--- src/rtl/mac_neuron.sv ---
// Sequential MAC neuron: bias preload, then N_INPUTS (x, w) beats into a saturating 21-bit accumulator.
// Latency: out_valid rises the cycle after the N_INPUTS-th accepted beat (start-to-result >= N_INPUTS+1).
// Backpressure: in_ready only in ACC; the result is held stable in DONE until out_ready.
module mac_neuron #(
  parameter int N_INPUTS = 16,
  parameter int ACC_W    = 21
) (
  input  logic             clk,
  input  logic             rst,
  input  logic             start,
  input  logic [15:0]      bias,
  input  logic             in_valid,
  output logic             in_ready,
  input  logic [7:0]       x,
  input  logic [7:0]       w,
  output logic [ACC_W-1:0] acc_out,
  output logic             out_valid,
  input  logic             out_ready,
  output logic             busy,
  output logic             sat_flag
);

  // Counter sized for the largest legal N_INPUTS (1023).
  localparam int CNT_W = 10;
  localparam logic [CNT_W-1:0] LAST_CNT = CNT_W'(N_INPUTS - 1);
  localparam logic [ACC_W-1:0] ACC_MAX  = {1'b0, {(ACC_W-1){1'b1}}};
  localparam logic [ACC_W-1:0] ACC_MIN  = {1'b1, {(ACC_W-1){1'b0}}};

  typedef enum logic [1:0] {
    IDLE = 2'd0,
    ACC  = 2'd1,
    DONE = 2'd2
  } state_t;

  state_t             state;
  state_t             state_nxt;
  logic [CNT_W-1:0]   cnt;
  logic signed [16:0] x_ext;
  logic signed [16:0] w_ext;
  logic signed [16:0] product;
  logic [ACC_W:0]     sum;
  logic [ACC_W-1:0]   acc_sat;
  logic               beat;
  logic               sat_hi;
  logic               sat_lo;

  // x is unsigned, w is signed; both widened to 17 bits so the product fits exactly.
  assign x_ext   = {9'b0, x};
  assign w_ext   = {{9{w[7]}}, w};
  assign product = x_ext * w_ext;

  // One guard bit above the accumulator: disagreeing top two bits mean overflow.
  assign sum    = {acc_out[ACC_W-1], acc_out} + {{(ACC_W-16){product[16]}}, product};
  assign sat_hi = ~sum[ACC_W] &  sum[ACC_W-1];
  assign sat_lo =  sum[ACC_W] & ~sum[ACC_W-1];
  assign beat   = in_valid & in_ready;

  // Clamp the widened sum back into the accumulator range.
  always_comb begin
    acc_sat = sum[ACC_W-1:0];
    if (sat_hi) begin
      acc_sat = ACC_MAX;
    end else if (sat_lo) begin
      acc_sat = ACC_MIN;
    end
  end

  // State register.
  always_ff @(posedge clk) begin
    if (rst) begin
      state <= IDLE;
    end else begin
      state <= state_nxt;
    end
  end

  // Next-state logic; in_ready, out_valid and busy decode the state directly.
  always_comb begin
    state_nxt = state;
    in_ready  = 1'b0;
    out_valid = 1'b0;
    busy      = 1'b0;
    case (state)
      IDLE: begin
        if (start) begin
          state_nxt = ACC;
        end
      end
      ACC: begin
        in_ready = 1'b1;
        busy     = 1'b1;
        if (in_valid && (cnt == LAST_CNT)) begin
          state_nxt = DONE;
        end
      end
      DONE: begin
        out_valid = 1'b1;
        busy      = 1'b1;
        if (out_ready) begin
          state_nxt = IDLE;
        end
      end
      default: begin
        state_nxt = IDLE;
      end
    endcase
  end

  // Accumulator, beat counter and sticky saturation flag.
  always_ff @(posedge clk) begin
    if (rst) begin
      acc_out  <= '0;
      cnt      <= '0;
      sat_flag <= 1'b0;
    end else if ((state == IDLE) && start) begin
      acc_out  <= {{(ACC_W-16){bias[15]}}, bias};
      cnt      <= '0;
      sat_flag <= 1'b0;
    end else if (beat) begin
      acc_out <= acc_sat;
      cnt     <= cnt + CNT_W'(1);
      if (sat_hi || sat_lo) begin
        sat_flag <= 1'b1;
      end
    end
  end

endmodule

--- config.mk ---
export PLATFORM = sky130hd
export DESIGN_NAME = mac_neuron
export DESIGN_NICKNAME = d
export VERILOG_FILES = /design/src/rtl/mac_neuron.sv
export SDC_FILE = /design/constraint.sdc
export NUM_CORES = 1
export LEC_CHECK = 0
export CAP_MARGIN = 20
export CORE_ASPECT_RATIO = 1.1
export CORE_MARGIN = 2
export CORE_UTILIZATION = 25
export DETAILED_ROUTE_END_ITERATION = 6
export PLACE_DENSITY = 0.47
export SYNTH_ARGS = -nofsm -noshare
export SYNTH_HDL_FRONTEND = slang
export SYNTH_SLANG_ARGS = --single-unit
--- constraint.sdc ---
create_clock -name clk -period 11.1 [get_ports clk]
set_input_delay 1.665 -clock clk [delete_from_list [all_inputs] [get_ports clk]]
set_output_delay 1.665 -clock clk [all_outputs]
set_load 0.05 [all_outputs]
After elaboration in Yosys (flattened, before gate mapping)
Cells that the tools add are included.
W data, S select, Z words.
{"block": "word_totals", "word_cells": 38, "out_inout_bits": 25, "input_bits": 37, "regBits": 34}
{"block": "op_classes", "mux": 11, "eq_ne": 6, "reduce_logical": 9, "mul": 1, "n_addsub": 2, "n_bitwise": 5}
{"cell": "$mux W21", "n": 4}
{"cell": "$add A21 B17 Y22", "n": 1}
{"cell": "$mul A9 B8 Y17", "n": 1}
{"cell": "$add A10 B1 Y10 const B", "n": 1}
{"cell": "$eq A10 B4 Y1 const B", "n": 1}
{"cell": "$mux W2", "n": 3}
{"cell": "$ne A2 B2 Y1 const B", "n": 3}
{"cell": "$pmux W2 S3", "n": 1}
{"cell": "$reduce_or A2 Y1", "n": 2}
{"cell": "$and A1 B1 Y1", "n": 3}
{"cell": "$mux W1", "n": 3}
{"cell": "$reduce_and A3 Y1", "n": 1}
{"cell": "$eq A2 B1 Y1 const B", "n": 1}
{"cell": "$eq A2 B2 Y1 const B", "n": 1}
{"cell": "$logic_and A1 B1 Y1", "n": 2}
{"cell": "$logic_not A2 Y1", "n": 1}
{"cell": "$not A1 Y1", "n": 2}
{"cell": "$reduce_and A2 Y1", "n": 1}
{"cell": "$reduce_bool A2 Y1", "n": 1}
{"cell": "$logic_or A1 B1 Y1", "n": 1}

Longest topological paths before layout
{"block": "logic_depth", "word_depth": 8, "depth_mapped": 25, "ltp_nobuf": 24}

Worst setup path after synthesis
Ideal clock, no wire load.
{"block": "synth_path", "path_type": "in2reg", "start": "input w[1]", "end": "register acc_out[8]", "setup_time_ns": 0.078, "path_buffers": 2, "path_slack_ns": 4.266, "arrival_ns": 6.756, "stages": 21, "required_ns": 11.022, "path_cell_list": "clkbuf_1 > nand2_1 > fa_1 > inv_1 > fa_1 > fa_1 > fa_1 > fa_1 > ha_1 > a21o_1 > a21o_1 > or4b_4 > nand2_1 > nand2_1 > o311ai_0 > ha_1 > nor2_1 > nand2_1 > clkbuf_1 > a21oi_1 > nor3_1"}
{"block": "synth_via", "elab_chain_cells": 8, "elab_cells_between_ends": 10, "classes_between": "add/sub (1); mul (1); mux (4); bitwise (4)"}
{"item": "from (decl)", "line_no": "15", "rtl": "input logic [7:0] w,"}
{"item": "$mul A9 B8 Y17 (*)", "line_no": "50", "rtl": "assign product = x_ext * w_ext;"}
{"item": "$add A21 B17 Y22 (*)", "line_no": "53", "rtl": "assign sum = {acc_out[ACC_W-1], acc_out} + {{(ACC_W-16){product[16]}}, product};"}
{"item": "$not A1 Y1", "line_no": "55", "rtl": "assign sat_lo = sum[ACC_W] & ~sum[ACC_W-1];"}
{"item": "$and A1 B1 Y1", "line_no": "55"}
{"item": "$mux W21", "line_no": "63", "rtl": "end else if (sat_lo) begin"}
{"item": "$mux W21 (*)", "line_no": "61", "rtl": "if (sat_hi) begin"}
{"item": "$mux W21 (*)", "line_no": "119", "rtl": "end else if (beat) begin"}
{"item": "$mux W21 (*)", "line_no": "115", "rtl": "end else if ((state == IDLE) && start) begin"}
{"item": "to (signal assigned)", "line_no": "116", "rtl": "acc_out <= {{(ACC_W-16){bias[15]}}, bias};"}
{"item": "to (signal assigned)", "line_no": "120", "rtl": "acc_out <= acc_sat;"}
{"item": "to (decl)", "line_no": "16", "rtl": "output logic [ACC_W-1:0] acc_out,"}
Mark *: on every way between the ends. The rest lies on a longest branch, timed or not. The select of a mux whose other input is x is not followed.
A chain may end at the register's enable or synchronous reset.

Worst setup path after layout
{"block": "layout_path", "start": "input w[7]", "end": "register acc_out[12]"}
Same word-level chain as after synthesis.

==> results.md <==
* Clock Pin Slew Worst Setup and Hold Paths at around 0.06 ns
* Row count at 52
* Slowest CP cell: clkdlybuf4s50_1
* Finish-stage setup viols at 0
* R2r worst-path depth at 20
* DRC at 0
* Routability cong. at approximately 0.86
* Post-cts sizing count at 0
* RSZ-0062 raised after global routing: false
* Post-synth EDFFs at 0
* Nets at ~760
* Io pins at 62
* Post-Synth XOR/XNOR Area at 0.0396
* CP Max Fanout at 11
* Startpoint types: primary input
* Final Hold Viols at 0
* Post-CTS repair timing setup buffer count at 0
* Multiplexer share of the synthesized area at 0.00215
* F_max at 123 MHz
* Clk sink count at 34
* Number of max-slew violations in the final report at 0
* Num CTS Buffers at 5
* CP delay by family, top: adder cells
* Synth Area in Adders at 0.421
* HP Start: sat_flag
* Worst slew pin tran at between 0.9 and 1 ns
* Drt via density at between 4 and 5
* CP Depth at 19
* Asr flop ratio synth at 0
* Critical path buffers and inverters at 3
* Max-cap violations at 0
* Final Util at 0.310
* Layout area overhead at 21.9%
* Cell Area, Synth at 4650 um2
* Dpl ws at 2.67 ns
* First-pass GRT wire length at 21.9 mm
* Hold Path Class: reg2reg
* DR vias at around 4.0k
* Die area at roughly 20000 um2
* Initial Utilization at 0.254
* Root buffer cell: clkbuf_16
* R2R Path Start: acc_out[6]
* CP Data Arrival Time at 8.22 ns
* Share of cells above drive strength 1 at 0.0201
* WP data required at 11.22 ns
* Clock Skews at 0.00652 ns
* CP Cell Sequence: clkdlybuf4s50_1, inv_1, fa_1, inv_1, fa_1, fa_1, fa_1, fa_1, ha_1, a21o_1, a21o_1, or4b_4, nand2_1, o311ai_0, ha_1, nor2_1, nand2_1, a31oi_1, nor3_1
* Synth top area share at 0.224
* Top cells by area, synth: fa_1 22%, ha_1 20%, dfxtp_1 15%
* CTS tree: done
* Total Routing Usage GR at 0.139
* Pleak at 2.58 nW
* Min cycle time layout at about 8.1 ns
* Most frequent cells after synthesis: 80 x inv_1, 73 x ha_1, 52 x fa_1, 52 x nand2_1, 35 x nor2_1
* Hold Crit Depth at 2
* DPL Wire Length at 10.6 mm
* Compound-Gate Fraction of Synth Area at 0.146
* Most used DFF post-synth: dfxtp_1
* Slew headroom at 0.371
* Critical path capture point type: register
* Clock tree buffer depth at 2
* Worst VDD drop at approximately 0.11 mV
* H-tree depth at 2
* Largest family of logic cells by synthesized area: adder cells
* GR Overflow Total at 0
* CTS Hold Buffers Added at 0
* Yosys cell types at 53
* Met3 wire len at around 460 um
* CP Launch Point: w[7]
* Die width at about 130 um
* Post-route ant nets at 0
* Synth Area in Simple Gates at 0.171
* WL met1 at 5.98 mm
* PD cells at between 200 and 300 nW/um2
* CORE AREA at 18300 um2
* Top Metal Used: met4
* Critical Setup Path Class: in2reg
* Post-Syn Nets at about 700
* Total negative slack at 0 ns
* Fin worst setup slack at around 3 ns
* Worst setup endpoint: acc_out[12]
* Sequential share of the synthesized area at 0.146
* Status: finished clean
* Post-Synthesis Cells at approximately 540
* Vias in the first global route at 4324
* Antenna violations before repair at 0
* Die height at 147 um
* ANT cells at 0
* Syn avg cell area at ~8.6 um2
* R2r setup slk at ~5.1 ns
* Met2 WL post-DR at ~6.6 mm
* Top cell by count, worst path: fa_1
* Total wire length at around 13 mm
* Leading area contributor after synthesis: fa_1
* WL/cell at around 16 um
* Largest net degree at the start of global routing at 22
* Count leader, synth: inv_1
* Clk_lat worst skew at roughly 0.28 ns
* Crit Reg-Reg Endpoint: acc_out[12]
* Port Buf Inserts at 61
* Fin crit share at 0.730
* Yosys warning count at 0
* Slowest stage delay, CP at 0.90 ns
* Synth Register Bits at 34
* Drt first-iter violations at 194
* DR pass1 iterations at 4
-- registers in the layout, indices dropped and copies added, names as in the netlist --
name and flops:
acc_out 21, cnt 10, state 2, sat_flag 1
-- through the flow --
stage               hold WS (ns)  power, mW  instance area, um2  cells
CTS                        0.483       1.71                5660    839
detailed placement         0.466       1.55                5520    831
global route               0.506       1.88                5660    839
floorplan                  0.454       1.21                4650    539
global placement           0.463       1.55                5520    831
finish                     0.473       1.69                5660    839
-- layout make-up --
type	count	area [um2]
fill	1956	12600
multi-input combinational	413	3620
sequential	34	681
timing repair buffer	61	611
tap	243	304
inverter	80	300
clock buffer	7	143
clock inverter	1	5.00
-- cell families after synthesis --
group	count (synthesis)
mux	1
buf+inv	92
simple gates	162
compound gates	104
xor+xnor	21
fa+ha+maj	125
flops	34
-- placed cells by master, fill, tap and decap left out, drive strengths merged, types with 2 or more instances in the layout --
| cell type | instances |
|---|---|
| clkdlybuf4s50 | 61 |
| o221ai | 4 |
| a22oi | 2 |
| clkbuf | 7 |
| nor2 | 36 |
| nor4b | 2 |
| or3 | 4 |
| o22ai | 11 |
| and2 | 33 |
| ha | 73 |
| nand2 | 52 |
| a211oi | 3 |
| a31oi | 2 |
| nor3 | 17 |
| nand2b | 3 |
| o211ai | 8 |
| o21a | 3 |
| a21oi | 35 |
| nand3 | 2 |
| o21ai | 14 |
| nand4 | 3 |
| fa | 52 |
| dfxtp | 34 |
| and3 | 4 |
| inv | 80 |
| a21o | 6 |
| a21boi | 4 |
| o311ai | 2 |
| xnor2 | 13 |
| xor2 | 8 |
-- power by group --
| part | internal [mW] | switching [mW] | total, mW |
|---|---|---|---|
| Clock | 0.0891 | 0.0564 | 0.146 |
| Sequential | 0.155 | 0.0352 | 0.190 |
| Combinational | 0.548 | 0.805 | 1.35 |
-- worst min path at each step --
stage                     to
floorplan             cnt[1]
global placement      cnt[1]
detailed placement  sat_flag
CTS                 sat_flag
global route          cnt[1]
finish              sat_flag
-- per-layer routing --
layer,GRT usage,vias to the layer above
li1,-,1927
met1,0.175,1970
met2,0.247,82
met3,0.0221,20
met4,0.0362,0
met5,0,-
-- worst reg2reg max path, stage by stage (launching register included) --
cell	delay, ns
dfxtp_1	0.43
inv_1	0.10
fa_1	0.53
inv_1	0.05
fa_1	0.49
inv_1	0.05
fa_1	0.48
inv_1	0.06
fa_1	0.48
ha_1	0.31
ha_1	0.36
nor2b_4	0.16
o2111a_1	0.26
or4b_4	0.56
nand2_1	0.14
o311ai_0	0.14
ha_1	0.30
nor2_1	0.17
nand2_1	0.32
a31oi_1	0.37
nor3_1	0.08
(Power assumes the default switching activity.)
==> edit (same flow settings) <==
Change the parameter `ACC_W` from 21 to 19.
--- a/src/rtl/mac_neuron.sv
+++ b/src/rtl/mac_neuron.sv
@@ -3,7 +3,7 @@
 // Backpressure: in_ready only in ACC; the result is held stable in DONE until out_ready.
 module mac_neuron #(
   parameter int N_INPUTS = 16,
-  parameter int ACC_W    = 21
+  parameter int ACC_W    = 19
 ) (
   input  logic             clk,
   input  logic             rst,
Interface: changed (resized acc_out); port bits go from 62 to 60. The function was not compared with the original's and may differ.
==> edit against the original RTL <==
- via count down 11%
- wire length down 12%
- worst setup slack better by 400 ps
- design area down 6.3%
- critical path depth unchanged
- worst hold slack better by 13 ps
- synthesized area down 6.5%
- sequential cell count down 2
- total power down 9.1%
- sequential share of layout area up 0.050 points
- largest power group unchanged
- highest routed layer unchanged
==> edit: results (changes against the original RTL) <==
status: "completed"
ir_worst_vdd_uv: 98.9  # -8.3%
vias: 3571  # -11%
ctsHtreeMaxLevel: 2  # unchanged
post-place-cells: 782  # -5.9%
cts_setup_buffers: 0  # unchanged
synth_nets: 656  # -6.4%
io_buffers: 59  # -3.3%
clock_latency_ps: 270
grt_pass1_vias: 3765  # -13%
clk_pin_slew_worst_paths_ps: 50
drtIter0Drc: 116  # -40%
synthCells: 501  # -7.1%
layout.cells.non_filler: 790  # -5.8%
slowest_delay_ps: 740  # -160 ps
grt_start_max_net_pins: 20  # -9.1%
async_reset_ff_frac: 0  # unchanged
ys_seq_area_frac: 0.147  # +0.000993
antenna_found_initial: 0  # unchanged
nFillCells: 1831  # -6.4%
synth_area_leaders: "fa_1 (24%), ha_1 (19%), dfxtp_1 (15%), inv_1 (7.1%), and2_1 (4.3%)"
p_sw_mw: 0.813  # -9.3%
relSlewSlack: 0.540  # +0.169
layout-drive-gt1-share: 0.0198  # -0.000350
ctsResizeCount: 0  # unchanged
reg2reg_from: "acc_out[6]$_SDFFE_PP0P_"
synth_warnings: 0  # unchanged
wl_per_cell_um: 14.8  # -6.5%
grt_first_pass_wirelength_mm: 19.5  # -11%
dr.pass1.iters: 4  # unchanged
crit_start: "w[7]"
critPathSlowestCell: "clkdlybuf4s50_1"
drc: 0  # unchanged
p_leak_nw: 2.47  # -4.5%
grt_use_total: 0.133  # -0.00627
holdCritPathClass: "reg2reg"
crit_end: "acc_out[14]$_SDFFE_PP0P_"
yosysUniqueCellTypes: 42  # -21%
skew_ps: 2.67  # -3.85 ps
nets: 710  # -6.2%
gp_congestion: 0.777  # -9.7%
ff2ff_setup_slack_ps: 5210  # +100 ps
synthTopCellsByCount: "inv_1 (82), ha_1 (65), fa_1 (53)"
slew_viol_final: 0  # unchanged
reg_top3: "acc_out: 19 flops, cnt: 10 flops, state: 2 flops"
crit_arrival_ps: 7830  # -390 ps
dp_hpwl_mm: 10.0  # -5.6%
edit: layer usage:
metal  global-route usage  wire [um]  share of wire
met4               0.0238         98         0.0084
met3               0.0211        489          0.042
met5                    0          0              0
met1                0.161       4940           0.42
met2                0.249       6160           0.53
edit: worst min path at each step:
stage,start,to,slack [ps],cells past startpoint
global route,sat_flag$_SDFFE_PP0P_,sat_flag$_SDFFE_PP0P_,520,2
CTS,cnt[1]$_SDFFE_PP0P_,cnt[1]$_SDFFE_PP0P_,490,2
global placement,cnt[1]$_SDFFE_PP0P_,cnt[1]$_SDFFE_PP0P_,470,2
floorplan,cnt[1]$_SDFFE_PP0P_,cnt[1]$_SDFFE_PP0P_,450,2
detailed placement,sat_flag$_SDFFE_PP0P_,sat_flag$_SDFFE_PP0P_,480,2
finish,cnt[1]$_SDFFE_PP0P_,cnt[1]$_SDFFE_PP0P_,490,2
edit: final cells by class:
type | count | share of cell area
clock buffer | 8 | 0.0276
inverter | 82 | 0.0580
sequential | 32 | 0.121
tap | 234 | 0.0552
multi-input combinational | 375 | 0.627
timing repair buffer | 59 | 0.111
edit: critical path, delay by kind of cell:
| kind | cells | cell delay, ps |
|---|---|---|
| compound gates | 7 | 1420 |
| fa+ha+maj | 7 | 3080 |
| buf+inv | 3 | 1040 |
| simple gates | 2 | 620 |
edit: power groups by stage:
stage | clock (mW) | sequential (mW) | combinational [mW]
final | 0.135 | 0.184 | 1.22
after CTS | 0.139 | 0.186 | 1.24
after floorplan | 0 | 0.264 | 0.829
after global placement | 0 | 0.188 | 1.22
after global routing | 0.144 | 0.189 | 1.38
after detailed placement | 0 | 0.189 | 1.22
edit: cell families (layout without fill, tap and decap cells):
logic type                 after synthesis  count (layout)  share of synthesized area
DFF                                     32              32                      0.147
adders and majority gates              118             118                      0.431
AOI/OAI and AO/OA                       88              88                      0.128
xor gates and xnor gates                20              20                     0.0421
buffers and inverters                   94             149                     0.0861
and+or+nand+nor                        149             149                      0.164
edit: stage by stage:
step	instance area [sq um]	setup slack (ps)
6_report	5310	3400
3_5_place_dp	5160	3070
4_1_cts	5310	3360
2_1_floorplan	4340	4130
5_1_grt	5310	2960
3_3_place_gp	5160	3190
